### src/rtl/saida_display_pkg.sv
// Shared definitions for the signed-value 7-segment output block:
// FSM encoding, active-low segment patterns and conversion limits.
package saida_display_pkg;

   typedef enum logic [1:0] {OCIOSO, CONVERTE, ATUALIZA} estado_t;

   // Active-low patterns, bit6..bit0 = g..a
   localparam logic [6:0] SEG_0       = 7'b1000000;
   localparam logic [6:0] SEG_1       = 7'b1111001;
   localparam logic [6:0] SEG_2       = 7'b0100100;
   localparam logic [6:0] SEG_3       = 7'b0110000;
   localparam logic [6:0] SEG_4       = 7'b0011001;
   localparam logic [6:0] SEG_5       = 7'b0010010;
   localparam logic [6:0] SEG_6       = 7'b0000010;
   localparam logic [6:0] SEG_7       = 7'b1111000;
   localparam logic [6:0] SEG_8       = 7'b0000000;
   localparam logic [6:0] SEG_9       = 7'b0010000;
   localparam logic [6:0] SEG_APAGADO = 7'b1111111;
   localparam logic [6:0] SEG_TRACO   = 7'b0111111;

   localparam int unsigned LIMITE = 9999;
   localparam int unsigned PASSOS = 14;

   // One double-dabble step: +3 on every nibble >= 5, then shift in the next bit.
   function automatic logic [15:0] passo_dd(input logic [15:0] bcd, input logic bit_in);
      logic [15:0] aj;
      aj = bcd;
      for (int i = 0; i < 4; i++)
         if (aj[i*4 +: 4] >= 4'd5) aj[i*4 +: 4] = aj[i*4 +: 4] + 4'd3;
      return {aj[14:0], bit_in};
   endfunction

endpackage

### src/rtl/saida_display_decodificador_7seg.sv
// BCD digit to active-low 7-segment pattern; non-decimal codes go blank.
module decodificador_7seg
   import saida_display_pkg::*;
(
   input  logic [3:0] bcd,
   output logic [6:0] seg
);

   always_comb begin
      seg = SEG_APAGADO;
      case (bcd)
         4'd0: seg = SEG_0;
         4'd1: seg = SEG_1;
         4'd2: seg = SEG_2;
         4'd3: seg = SEG_3;
         4'd4: seg = SEG_4;
         4'd5: seg = SEG_5;
         4'd6: seg = SEG_6;
         4'd7: seg = SEG_7;
         4'd8: seg = SEG_8;
         4'd9: seg = SEG_9;
         default: seg = SEG_APAGADO;
      endcase
   end

endmodule

### src/rtl/saida_display.sv
// Converts a strobed signed 32-bit value to four 7-segment digits plus sign,
// using a serial double-dabble over 14 cycles; displays update atomically.
module saida_display
   import saida_display_pkg::*;
(
   input  logic        clock,
   input  logic        reset,
   input  logic [31:0] dado_saida,
   input  logic        sinal_saida,
   output logic        ocupado,
   output logic [6:0]  display0,
   output logic [6:0]  display1,
   output logic [6:0]  display2,
   output logic [6:0]  display3,
   output logic [6:0]  display_sinal
);

   estado_t           estado, prox;
   logic [3:0]        cont;
   logic [13:0]       mag;
   logic [15:0]       bcd;
   logic              neg, ovf;
   logic [31:0]       mag_in;
   logic [3:0][6:0]   seg;
   logic [3:1]        apaga;

   // Unsigned magnitude; 0x80000000 negates to itself and lands above the limit.
   assign mag_in  = dado_saida[31] ? (32'd0 - dado_saida) : dado_saida;
   assign ocupado = (estado != OCIOSO);

   always_ff @(posedge clock or negedge reset)
      if (!reset) estado <= OCIOSO;
      else        estado <= prox;

   always_comb begin
      prox = estado;
      case (estado)
         OCIOSO:   prox = OCIOSO;
         CONVERTE: if (cont == 4'(PASSOS - 1)) prox = ATUALIZA;
         ATUALIZA: prox = OCIOSO;
         default:  prox = OCIOSO;
      endcase
      if (sinal_saida) prox = CONVERTE;
   end

   always_ff @(posedge clock or negedge reset)
      if (!reset) begin
         neg  <= 1'b0;
         ovf  <= 1'b0;
         mag  <= '0;
         bcd  <= '0;
         cont <= '0;
      end else if (sinal_saida) begin
         neg  <= dado_saida[31];
         ovf  <= (mag_in > 32'(LIMITE));
         mag  <= mag_in[13:0];
         bcd  <= '0;
         cont <= '0;
      end else if (estado == CONVERTE) begin
         bcd  <= passo_dd(bcd, mag[13]);
         mag  <= {mag[12:0], 1'b0};
         cont <= cont + 4'd1;
      end

   for (genvar i = 0; i < 4; i++) begin : g_dec
      decodificador_7seg u_dec (.bcd(bcd[i*4 +: 4]), .seg(seg[i]));
   end

   assign apaga[3] = (bcd[15:12] == 4'd0);
   assign apaga[2] = apaga[3] && (bcd[11:8] == 4'd0);
   assign apaga[1] = apaga[2] && (bcd[7:4]  == 4'd0);

   // A strobe landing on the update edge wins, so the stale result is dropped.
   always_ff @(posedge clock or negedge reset)
      if (!reset) begin
         display0      <= SEG_0;
         display1      <= SEG_APAGADO;
         display2      <= SEG_APAGADO;
         display3      <= SEG_APAGADO;
         display_sinal <= SEG_APAGADO;
      end else if (estado == ATUALIZA && !sinal_saida) begin
         if (ovf) begin
            display0      <= SEG_TRACO;
            display1      <= SEG_TRACO;
            display2      <= SEG_TRACO;
            display3      <= SEG_TRACO;
            display_sinal <= SEG_APAGADO;
         end else begin
            display0      <= seg[0];
            display1      <= apaga[1] ? SEG_APAGADO : seg[1];
            display2      <= apaga[2] ? SEG_APAGADO : seg[2];
            display3      <= apaga[3] ? SEG_APAGADO : seg[3];
            display_sinal <= neg ? SEG_TRACO : SEG_APAGADO;
         end
      end

endmodule

### config.mk
export PLATFORM = sky130hd
export DESIGN_NAME = saida_display
export DESIGN_NICKNAME = d
export VERILOG_FILES = /design/src/rtl/saida_display_pkg.sv /design/src/rtl/saida_display_decodificador_7seg.sv /design/src/rtl/saida_display.sv
export SDC_FILE = /design/constraint.sdc
export NUM_CORES = 1
export LEC_CHECK = 0
export ABC_AREA = 1
export BUFFER_PORTS_ARGS = -buffer_cell sky130_fd_sc_hd__buf_2
export CAP_MARGIN = 20
export CORE_ASPECT_RATIO = 0.75
export CORE_MARGIN = 2
export CORE_UTILIZATION = 45
export CTS_BUF_LIST = sky130_fd_sc_hd__clkbuf_4 sky130_fd_sc_hd__clkbuf_8 sky130_fd_sc_hd__clkbuf_16
export CTS_CLUSTER_DIAMETER = 150
export DETAILED_ROUTE_END_ITERATION = 7
export PLACE_DENSITY_LB_ADDON = 0.25
export SYNTH_ARGS = -nofsm -noshare
export SYNTH_HDL_FRONTEND = slang
export SYNTH_SLANG_ARGS = --single-unit
### constraint.sdc
create_clock -name clock -period 2.5 [get_ports clock]
set_input_delay 0.25 -clock clock [delete_from_list [all_inputs] [get_ports clock]]
set_output_delay 0.25 -clock clock [all_outputs]
set_load 0.02 [all_outputs]
==> results of run 1 <==
-- final cells by class --
type / count / area [um2]
timing repair buffer: 71 / 388
sequential: 67 / 1710
tap: 132 / 165
clock inverter: 1 / 5.00
multi-input combinational: 461 / 2510
fill: 946 / 4430
inverter: 73 / 274
clock buffer: 15 / 295
-- cells in the mapped netlist, types with 7 or more instances --
library cell | n | area share [%]
a21oi_1 | 27 | 3.0
a2bb2oi_1 | 14 | 2.7
buf_4 | 8 | 1.3
clkbuf_1 | 8 | 0.66
dfrtp_1 | 44 | 24
dfstp_2 | 23 | 13
ha_1 | 23 | 6.3
inv_1 | 70 | 5.7
nand2_1 | 141 | 12
nand2_2 | 7 | 0.96
nand3_1 | 36 | 3.9
nor2_1 | 73 | 6.0
nor2_2 | 8 | 1.1
o211ai_1 | 7 | 1.1
o21ai_0 | 45 | 4.9
o22ai_1 | 15 | 2.1
-- through the flow --
| step | util (%) | instance area [um2] | hold WS, ns | setup slack [ns] | cells |
|---|---|---|---|---|---|
| 6_report | 54.6 | 5340 | 0.279 | 0.684 | 820 |
| 5_1_grt | 54.6 | 5340 | 0.275 | 0.494 | 820 |
| 4_1_cts | 54.6 | 5340 | 0.270 | 0.685 | 820 |
| 3_5_place_dp | 51.5 | 5030 | 0.287 | 0.615 | 803 |
| 3_3_place_gp | 51.5 | 5030 | 0.274 | 0.622 | 803 |
| 2_1_floorplan | - | 4590 | -0.0456 | 0.948 | 620 |
-- critical path: cells and delay by family, from the launching register on --
kind                     cells  cell delay, ns
AND/OR/NAND/NOR              3            0.64
adder cells (fa/ha/maj)      1            0.22
flip-flops                   1            0.42
buffers and inverters        2            0.24
AO/OA/AOI/OAI                2            0.22
-- cells by family (layout without fill, tap and decap cells) --
kind of cell	count (synthesis)	after routing	share of synthesized area [%]
fa+ha+maj	23	23	6.29
buf+inv	92	160	8.29
other cells	1	6	0.0820
simple gates	286	286	27.3
xor+xnor	13	13	2.65
compound gates	133	133	18.1
flops	67	67	37.3
-- sequential cells by signal, indices dropped and copies added, names as in the netlist --
signal	flops
bcd	16
mag	14
display0	7
display1	7
display2	7
display3	7
cont	4
estado	2
display_sinal	1
neg	1
ovf	1
-- layer usage --
| metal | up-vias | GRT usage [%] |
|---|---|---|
| met5 | - | 0 |
| met2 | 139 | 30.7 |
| met1 | 2036 | 32.5 |
| met4 | 0 | 5.33 |
| li1 | 2162 | - |
| met3 | 12 | 5.65 |
-- worst min-delay path by stage --
| stage | to | start | cells past startpoint | slack, ns |
|---|---|---|---|---|
| floorplan | bcd[0] | reset | 0 | -0.05 |
| global placement | display0[3] | reset | 1 | 0.27 |
| detailed placement | display0[3] | reset | 1 | 0.29 |
| CTS | mag[6] | dado_saida[6] | 4 | 0.27 |
| global route | mag[6] | dado_saida[6] | 4 | 0.28 |
| finish | mag[6] | dado_saida[6] | 4 | 0.28 |
-- timing repair --
action | 4_1_cts | 5_1_grt
resized for setup | 0 | 0
endpoints found under the hold margin | 22 | 0
setup buffers | 0 | 0
hold buffers | 1 | 0
-- power breakdown --
part,switching [mW],total (mW),internal [mW]
combinational,0.299,0.464,0.165
clock,0.433,1.23,0.800
sequential,0.0428,1.22,1.18
total,0.774,2.92,2.15
==> results.md, run 1 <==
* Result of the run: completed
* Distinct cell type count of the synthesized netlist at 43
* Final number of hold-violating endpoints at 0
* Required time at the endpoint of the critical path at 2.76 ns
* Peak per-stage delay on the critical path at 0.42 ns
* Rel. slew slack at 56.5%
* Largest net degree at the start of global routing at 45
* Number of H-tree levels at 3
* Detail Route met2 WL at 4840 um
* Clock edge transition at the registers on the reported setup and hold paths at 0.05 ns
* Source of the critical timing path: bcd[8]
* Sequential fraction of the synthesis area at 37.3%
* Sinks on the clock net at 67
* Number of antenna violations at the first check in global routing at 0
* Synthesis-stage register bit count at 67
* Core area at 9770 um2
* Kind of start point of the critical path: flip-flop
* Cell area after synthesis at 4570 um2
* Area growth from synthesis to layout at 16.8%
* Critical Path Sink: display1[3]
* Ratio of cells with drive above 1 in the final layout at 20.2%
* RR Startpoint: bcd[8]
* WL met1 at 5730 um
* Register-to-register path setup slack at 0.68 ns
* Most numerous cell on the critical path: inv_1
* Final min period at 1.82 ns
* Number of nets in the layout at 741
* Most common cell after layout, fill and taps aside: nand2_1
* Highest-count cells in the layout ignoring fill and taps: nand2_1, nor2_1, inv_1
* Gate count after technology mapping at 615
* Mean cell area of the mapped netlist at 7.44 um2
* Residual overflow from global routing at 0
* Initial cell density of the core at 46.8%
* Power density cells at 547 nW/um2
* Peak clock frequency supported by timing at 551 MHz
* Wire length of the first global-routing pass at 19100 um
* Final antenna-violating net count at 0
* Detailed Route WL at 11500 um
* Critical path peak fanout at 5
* Count of pins over their slew limit at 0
* Reg2reg end: display1[3]
* Number of buffers added on ports at 64
* Part of the cycle the worst path needs at 72.6%
* CTS tree: done
* Detailed-route vias per instance at 5.30
* Clock buffer count from CTS at 9
* Hold crit path type: input pin to flip-flop
* MaxCap Viol Count at 0
* Vias in the first global route at 4008
* Share of synthesized flip-flops with an asynchronous set or reset at 100%
* Number of top-level pins at 71
* Post-synth EDFFs at 0
* LEAKAGE at 2.47 nW
* Prevailing post-synth register cell: dfrtp_1
* Insertion delay to the later sink of the worst-skew pair at 0.33 ns
* Die width at 120 um
* Category of the worst setup path capture point: flip-flop
* Library cell contributing the largest single delay on the critical path: dfrtp_1
* Crit path DAT at 2.07 ns
* GR Util All Layers at 21.6%
* Cell chain of the critical path: inv_1 > ha_1 > inv_1 > nor3_2 > nand3_1 > nand2_1 > a21oi_1 > a2bb2oi_1
* Die Area at 11000 um2
* Tightest Pin Transition at 0.652 ns
* Number of detailed-routing iterations run before antenna repair at 5
* Total power after layout at 2.92 mW
* Setup repair after global routing missed its margin: false
* Setup violation total in the final timing report at 0
* Crit path kind: flip-flop to flip-flop
* Number of buffers on the longest clock path at 2
* Count of warnings emitted by yosys at 0
* Starting DRT DRC Count at 368
* Row count at 31
* Total met3 wirelength after detailed routing at 786 um
* Average routed wire per standard cell at 14.0 um
* Worst Skew at 0.00368 ns
* Worst supply voltage drop on vdd at 415 uV
* Cell depth of the worst flop-to-flop path at 8
* ANT cells at 0
* Cell at the root of the clock tree: clkbuf_16
* Estimated wirelength of the detail-placed design at 8720 um
* # DRC at 0
* Via total after detailed routing at 4349
* Max layer used: met4
* Setup TNS at 0 ns
* DIE HEIGHT at 91.3 um
* Weighted congestion at the end of routability-driven global placement at 0.944
No activity file was read; power rests on OpenSTA's default activity.
==> inputs of run 2 (changes only) <==
- clock period: 2.5 -> 1.9 ns (I/O delays scaled with it)
==> run 2 against run 1 <==
Combinational power is 32% higher. Global-route usage is 0.79 points higher. Via count rose by 1.5%. Critical path depth fell by 1. Design area is 1.8% higher. Non-clock buffer count rose by 8. Sequential cell count stayed put. Critical endpoint is now bcd[1]. Largest cell class unchanged.
==> results.md, run 2 (same netlist as run 1, synthesis figures left out) <==
* Estimated wirelength of the detail-placed design at 8920 um (+2.3%)
* Number of top-level pins at 71 (unchanged)
* Most common cell after layout, fill and taps aside: nand2_1
* DIE HEIGHT at 91.3 um (unchanged)
* Critical path peak fanout at 6 (+1)
* Flip-flop count of the largest register after layout at 16 (unchanged)
* Row count at 31 (unchanged)
* Count of pins over their slew limit at 0 (unchanged)
* Final min period at 1.74 ns (-0.0711 ns)
* Hold crit path type: input pin to flip-flop
* Required time at the endpoint of the critical path at 2.11 ns (-0.65 ns)
* Part of the cycle the worst path needs at 91.8% (+19 points)
* Ratio of cells with drive above 1 in the final layout at 21.8% (+1.6 points)
* Library cell contributing the largest single delay on the critical path: dfrtp_1
* Final number of hold-violating endpoints at 0 (unchanged)
* Core area at 9770 um2 (unchanged)
* Tightest Pin Transition at 0.529 ns (-0.123 ns)
* Peak per-stage delay on the critical path at 0.41 ns (about the same)
* Highest-count cells in the layout ignoring fill and taps: nand2_1, nor2_1, inv_1
* Die width at 120 um (unchanged)
* ANT cells at 0 (unchanged)
* Weighted congestion at the end of routability-driven global placement at 0.960 (+1.7%)
* Power density cells at 712 nW/um2 (+30%)
* Placed cell count at 810 (+0.87%)
* Detailed-route vias per instance at 5.33 (+0.51%)
* Register with the most flip-flops: bcd
* Number of nets in the layout at 749 (+1.1%)
* Largest net degree at the start of global routing at 47 (+4.4%)
* Insertion delay to the later sink of the worst-skew pair at 0.33 ns (about the same)
* Largest delay share family, worst path: compound AO/OA/AOI/OAI gates
* Cell chain of the critical path: inv_1 > ha_1 > inv_1 > a31oi_1 > inv_1 > o21ai_0 > o22ai_1
* Setup violation total in the final timing report at 0 (unchanged)
* Most numerous cell on the critical path: inv_1
* GR Util All Layers at 22.4% (+0.79 points)
* Kind of start point of the critical path: flip-flop
* Number of buffers on the longest clock path at 2 (unchanged)
* Number of antenna violations at the first check in global routing at 0 (unchanged)
* Number of detailed-routing iterations run before antenna repair at 5 (unchanged)
* Total buffers and inverters traversed by the critical path at 3 (+1)
* Crit path kind: flip-flop to flip-flop
* Post-layout instance area at 5440 um2 (+1.8%)
* Rel. slew slack at 64.7% (+8.2 points)
* Initial cell density of the core at 46.8% (unchanged)
* Worst supply voltage drop on vdd at 442 uV (+6.5%)
* Clock edge transition at the registers on the reported setup and hold paths at 0.05 ns (about the same)
* Category of the worst setup path capture point: flip-flop
* Crit path DAT at 1.95 ns (-0.12 ns)
* Worst Skew at 0.00528 ns (+0.00161 ns)
* Cell internal pwr at 2.83 mW (+32%)
* Number of buffers added on ports at 64 (unchanged)
* Final antenna-violating net count at 0 (unchanged)
* Wire length of the first global-routing pass at 19600 um (+2.8%)
* Starting DRT DRC Count at 401 (+9.0%)
* Peak clock frequency supported by timing at 573 MHz (+4.1%)
* Switching portion of total power at 26.8% (+0.32 points)
* Result of the run: completed
* Sinks on the clock net at 67 (unchanged)
* Post-DP Area at 5090 um2 (+1.3%)
* Area growth from synthesis to layout at 18.9%
* Detailed Route WL at 11700 um (+1.9%)
* Sequential fraction of design power at 41.6% (-0.3 points)
* # DRC at 0 (unchanged)
* Top Registers: bcd x16, mag x14
* MaxCap Viol Count at 0 (unchanged)
* Combinational share of power at 15.8% (about the same)
* Total net switching power at 1.04 mW (+34%)
* Average routed wire per standard cell at 14.1 um (+0.87%)
* Via total after detailed routing at 4414 (+1.5%)
* Clock buffer count from CTS at 9 (unchanged)
* Setup repair after global routing missed its margin: false
* Setup TNS at 0 ns (unchanged)
* Filler-free cell count of the finished design at 828 (+0.98%)
* Die Area at 11000 um2 (unchanged)
* CTS tree: done
* Number of H-tree levels at 3 (unchanged)
* Clock Power Share at 42.6% (+0.4 points)
* LEAKAGE at 2.52 nW (+1.7%)
* Vias in the first global route at 4099 (+2.3%)
* Cell at the root of the clock tree: clkbuf_16
* Residual overflow from global routing at 0 (unchanged)
-- run 2: area by class of cell --
type	instances	area [um2]
flip-flops and latches	67	1710
well taps	132	165
inverters	73	274
multi-input cells	461	2530
fillers	940	4340
clock inverters	5	52.6
repair buffers	79	460
clock buffers	11	246
-- run 2: power by group through the flow --
stage	sequential, mW	clock (mW)	combinational [mW]
after floorplan	1.68	0	0.341
after global placement	1.63	0	0.600
after detailed placement	1.63	0	0.611
after CTS	1.61	1.70	0.615
after global routing	1.62	1.76	0.691
final	1.61	1.65	0.613
-- run 2: layer usage --
| metal | up-vias | track usage [%] | part of all wire [%] |
|---|---|---|---|
| met2 | 149 | 32.2 | 43 |
| met1 | 2063 | 33.0 | 49 |
| met3 | 19 | 5.65 | 6.6 |
| met5 | - | 0 | 0 |
| li1 | 2183 | - | - |
| met4 | 0 | 6.88 | 1.5 |
-- run 2: path summary, 6_finish.rpt --
path | start | to | slack [ns] | cells past startpoint
setup / recovery | bcd[1] | bcd[1] | 0.16 | 7
hold / removal | dado_saida[6] | mag[6] | 0.22 | 4
setup reg to reg | bcd[1] | bcd[1] | 0.16 | 7
hold reg to reg | neg | display_sinal[6] | 0.43 | 1
max in group asynchronous | reset | display2[6] | 0.85 | 3
min in group asynchronous | reset | display0[3] | 0.37 | 2
-- run 2: worst reg2reg max path: cells and delay by family, from the launching register on --
kind / cells / cell delay [ns]
buffers and inverters: 3 / 0.38
flip-flops: 1 / 0.41
AO/OA/AOI/OAI: 3 / 0.64
adder cells (fa/ha/maj): 1 / 0.19
-- run 2: stage by stage --
step	setup WS [ns]	hold slack, ns	power, mW	util, %
global placement	0.0220	0.188	2.23	52.1
floorplan	0.395	-0.106	2.02	-
finish	0.155	0.215	3.87	55.6
CTS	0.0413	0.208	3.92	55.3
detailed placement	-0.0123	0.197	2.24	52.1
global route	0.00770	0.244	4.07	55.6
-- run 2: timing repair --
item                                   in CTS  in global routing
resized for setup                           1                  7
gates cloned                                0                  0
pin swaps                                   0                  1
endpoints found under the hold margin      20                  0
setup endpoints to repair                   2                  6
hold buffers                                1                  0
buffers inserted                            0                  1
==> inputs of run 3 (changes only) <==
--- a/config.mk
+++ b/config.mk
@@ -10,5 +10,7 @@
 export CAP_MARGIN = 20
+export CELL_PAD_IN_SITES_DETAIL_PLACEMENT = 2
+export CELL_PAD_IN_SITES_GLOBAL_PLACEMENT = 2
 export CORE_ASPECT_RATIO = 0.75
 export CORE_MARGIN = 2
-export CORE_UTILIZATION = 45
+export CORE_UTILIZATION = 33
 export CTS_BUF_LIST = sky130_fd_sc_hd__clkbuf_4 sky130_fd_sc_hd__clkbuf_8 sky130_fd_sc_hd__clkbuf_16
@@ -17,2 +19,3 @@
 export PLACE_DENSITY_LB_ADDON = 0.25
+export REMOVE_ABC_BUFFERS = 1
 export SYNTH_ARGS = -nofsm -noshare
==> constraint.sdc (replaced) <==
create_clock -name clock -period 1.9 [get_ports clock]
set_input_delay 0.095 -clock clock [delete_from_list [all_inputs] [get_ports clock]]
set_output_delay 0.095 -clock clock [all_outputs]
set_load 0.02 [all_outputs]
==> run 3 against run 2 <==
Sequential cell count unchanged. Core utilization down 16 points. Die area up 35%. Register-to-register slack worse by 0.14 ns. Critical path depth unchanged. Largest cell class unchanged.
==> results.md, run 3 (same netlist as run 1, synthesis figures left out) <==
* Result of the run: completed
* Rel. slew slack at 63.7% (-1.0 points)
* Number of antenna violations at the first check in global routing at 0 (unchanged)
* Setup TNS at 0 ns (unchanged)
* DIE HEIGHT at 106 um (+16%)
* RR Startpoint: bcd[9]
* Kind of start point of the critical path: flip-flop
* Setup repair after global routing missed its margin: true
* Most common cell after layout, fill and taps aside: nand2_1
* Largest delay share family, worst path: simple AND/OR/NAND/NOR gates
* Worst supply voltage drop on vdd at 430 uV (-2.6%)
* Initial cell density of the core at 33.6% (-13 points)
* Register with the most flip-flops: bcd
* GR Util All Layers at 22.3% (-0.15 points)
* LEAKAGE at 2.48 nW (-1.3%)
* Worst Skew at 0.0101 ns (+0.00479 ns)
* Starting DRT DRC Count at 233 (-42%)
* Final number of hold-violating endpoints at 0 (unchanged)
* Die width at 140 um (+16%)
* Final antenna-violating net count at 0 (unchanged)
* Number of nets in the layout at 747 (-0.27%)
* Clock edge transition at the registers on the reported setup and hold paths at 0.06 ns (about the same)
* Top Registers: bcd x16, mag x14
* Count of pins over their slew limit at 0 (unchanged)
* Required time at the endpoint of the critical path at 2.18 ns (+0.07 ns)
* Peak clock frequency supported by timing at 530 MHz (-7.5%)
* Hold Path Stages at 3 (-1)
* Clock buffer count from CTS at 9 (unchanged)
* Insertion delay to the later sink of the worst-skew pair at 0.34 ns (about the same)
* Average routed wire per standard cell at 18.5 um (+31%)
* Row count at 37 (+19%)
* Part of the cycle the worst path needs at 99.2% (+7.4 points)
* Reg2reg end: display2[0]
* Total buffers and inverters traversed by the critical path at 2 (-1)
* Peak per-stage delay on the critical path at 0.45 ns (+0.04 ns)
* Sinks on the clock net at 67 (unchanged)
* Die Area at 14800 um2 (+35%)
* Setup violation total in the final timing report at 0 (unchanged)
* Category of the worst setup path capture point: flip-flop
* Number of buffers added on ports at 64 (unchanged)
* Most numerous cell on the critical path: inv_1
* Residual overflow from global routing at 0 (unchanged)
* Estimated wirelength of the detail-placed design at 12100 um (+36%)
* Cell depth of the worst flop-to-flop path at 7 (unchanged)
* Number of buffers on the longest clock path at 2 (unchanged)
* Crit path DAT at 2.16 ns (+0.21 ns)
* Wire length of the first global-routing pass at 26500 um (+35%)
* Register-to-register path setup slack at 0.01 ns (-0.14 ns)
* Vias in the first global route at 4983 (+22%)
* Hold crit path type: input pin to flip-flop
* Via total after detailed routing at 4516 (+2.3%)
* Critical hold path startpoint: dado_saida[0]
* Tightest Pin Transition at 0.540 ns (+0.0110 ns)
* Final min period at 1.89 ns (+0.141 ns)
* Placed cell count at 852 (+5.2%)
* Largest net degree at the start of global routing at 68 (+45%)
* Detailed-route vias per instance at 5.20 (-2.5%)
* Power density cells at 707 nW/um2 (-0.77%)
* Core area at 13600 um2 (+39%)
* Critical path peak fanout at 6 (unchanged)
* CTS tree: done
* ANT cells at 0 (unchanged)
* MaxCap Viol Count at 0 (unchanged)
* Library cell contributing the largest single delay on the critical path: dfrtp_1
* Filler-free cell count of the finished design at 869 (+5.0%)
* Cell chain of the critical path: inv_1 > ha_1 > inv_1 > nor3_4 > nor3_1 > o211ai_1 > o21a_1
* Number of detailed-routing iterations run before antenna repair at 4 (-1)
* Hold Path Sink: mag[0]
* Number of H-tree levels at 3 (unchanged)
* Area growth from synthesis to layout at 19.2%
* Flip-flop count of the largest register after layout at 16 (unchanged)
* Number of top-level pins at 71 (unchanged)
* Weighted congestion at the end of routability-driven global placement at 0.848 (-12%)
* Ratio of cells with drive above 1 in the final layout at 22.0% (+0.21 points)
* Cell at the root of the clock tree: clkbuf_16
* Crit path kind: flip-flop to flip-flop
* Highest-count cells in the layout ignoring fill and taps: nand2_1, nor2_1, inv_1
* Detailed Route WL at 16100 um (+38%)
* # DRC at 0 (unchanged)
## run 3: metrics by stage
step	power, mW	utilization, %	instance area, um2	hold slack (ns)	setup WS (ns)
6_report	3.85	40.0	5450	0.122	0.0144
3_3_place_gp	2.25	37.7	5130	0.142	-0.000305
2_1_floorplan	2.00	-	4490	-0.201	-0.00718
3_5_place_dp	2.29	37.7	5130	0.152	-0.180
4_1_cts	3.88	39.9	5430	0.128	0.0248
5_1_grt	4.03	40.0	5450	0.152	-0.0861
## run 3: worst max path at each step
stage                        endpoint  slack (ns)  depth (start not counted)      start
after floorplan           display0[2]      -0.007                          8  estado[0]
after global placement    display1[0]     -0.0003                          8    bcd[12]
after detailed placement      bcd[12]       -0.18                          6  estado[0]
after CTS                 display1[0]        0.02                          8    bcd[13]
after global routing      display2[0]       -0.09                          7     bcd[9]
final                     display2[0]        0.01                          7     bcd[9]
## run 3: metal layers
layer	routed length, um	track usage, %	up-vias	part of all wire, %
li1	-	-	2172	-
met1	8020	31.9	2273	50
met2	7450	36.4	60	46
met3	495	3.47	11	3.1
met4	97	3.50	0	0.60
met5	0	0	-	0
## run 3: power breakdown
part | total, mW | switching (mW) | internal [mW]
Clock | 1.58 | 0.685 | 0.898
Sequential | 1.62 | 0.0636 | 1.55
Combinational | 0.653 | 0.430 | 0.223
Total | 3.85 | 1.18 | 2.67
## run 3: cell type report
cell class | instances | area, um2
multi-input combinational | 461 | 2540
timing repair buffer | 77 | 433
clock buffer | 10 | 233
fill | 1605 | 8160
sequential | 67 | 1710
tap | 175 | 219
inverter | 73 | 274
clock inverter | 6 | 42.5
## run 3: timing repair
item                       4_1_cts  5_1_grt
hold buffers                     1        0
setup endpoints to repair       23       22
pin swaps                        0        1
buffers inserted                 0        0
cloned                           0        0
hold endpoints to repair        44        0
gates resized for setup          5        9
## run 3: worst min-delay path, delay by kind of cell
kind / cells / cell delay (ns)
AOI/OAI and AO/OA: 1 / 0.15
buffers and inverters: 2 / 0.16
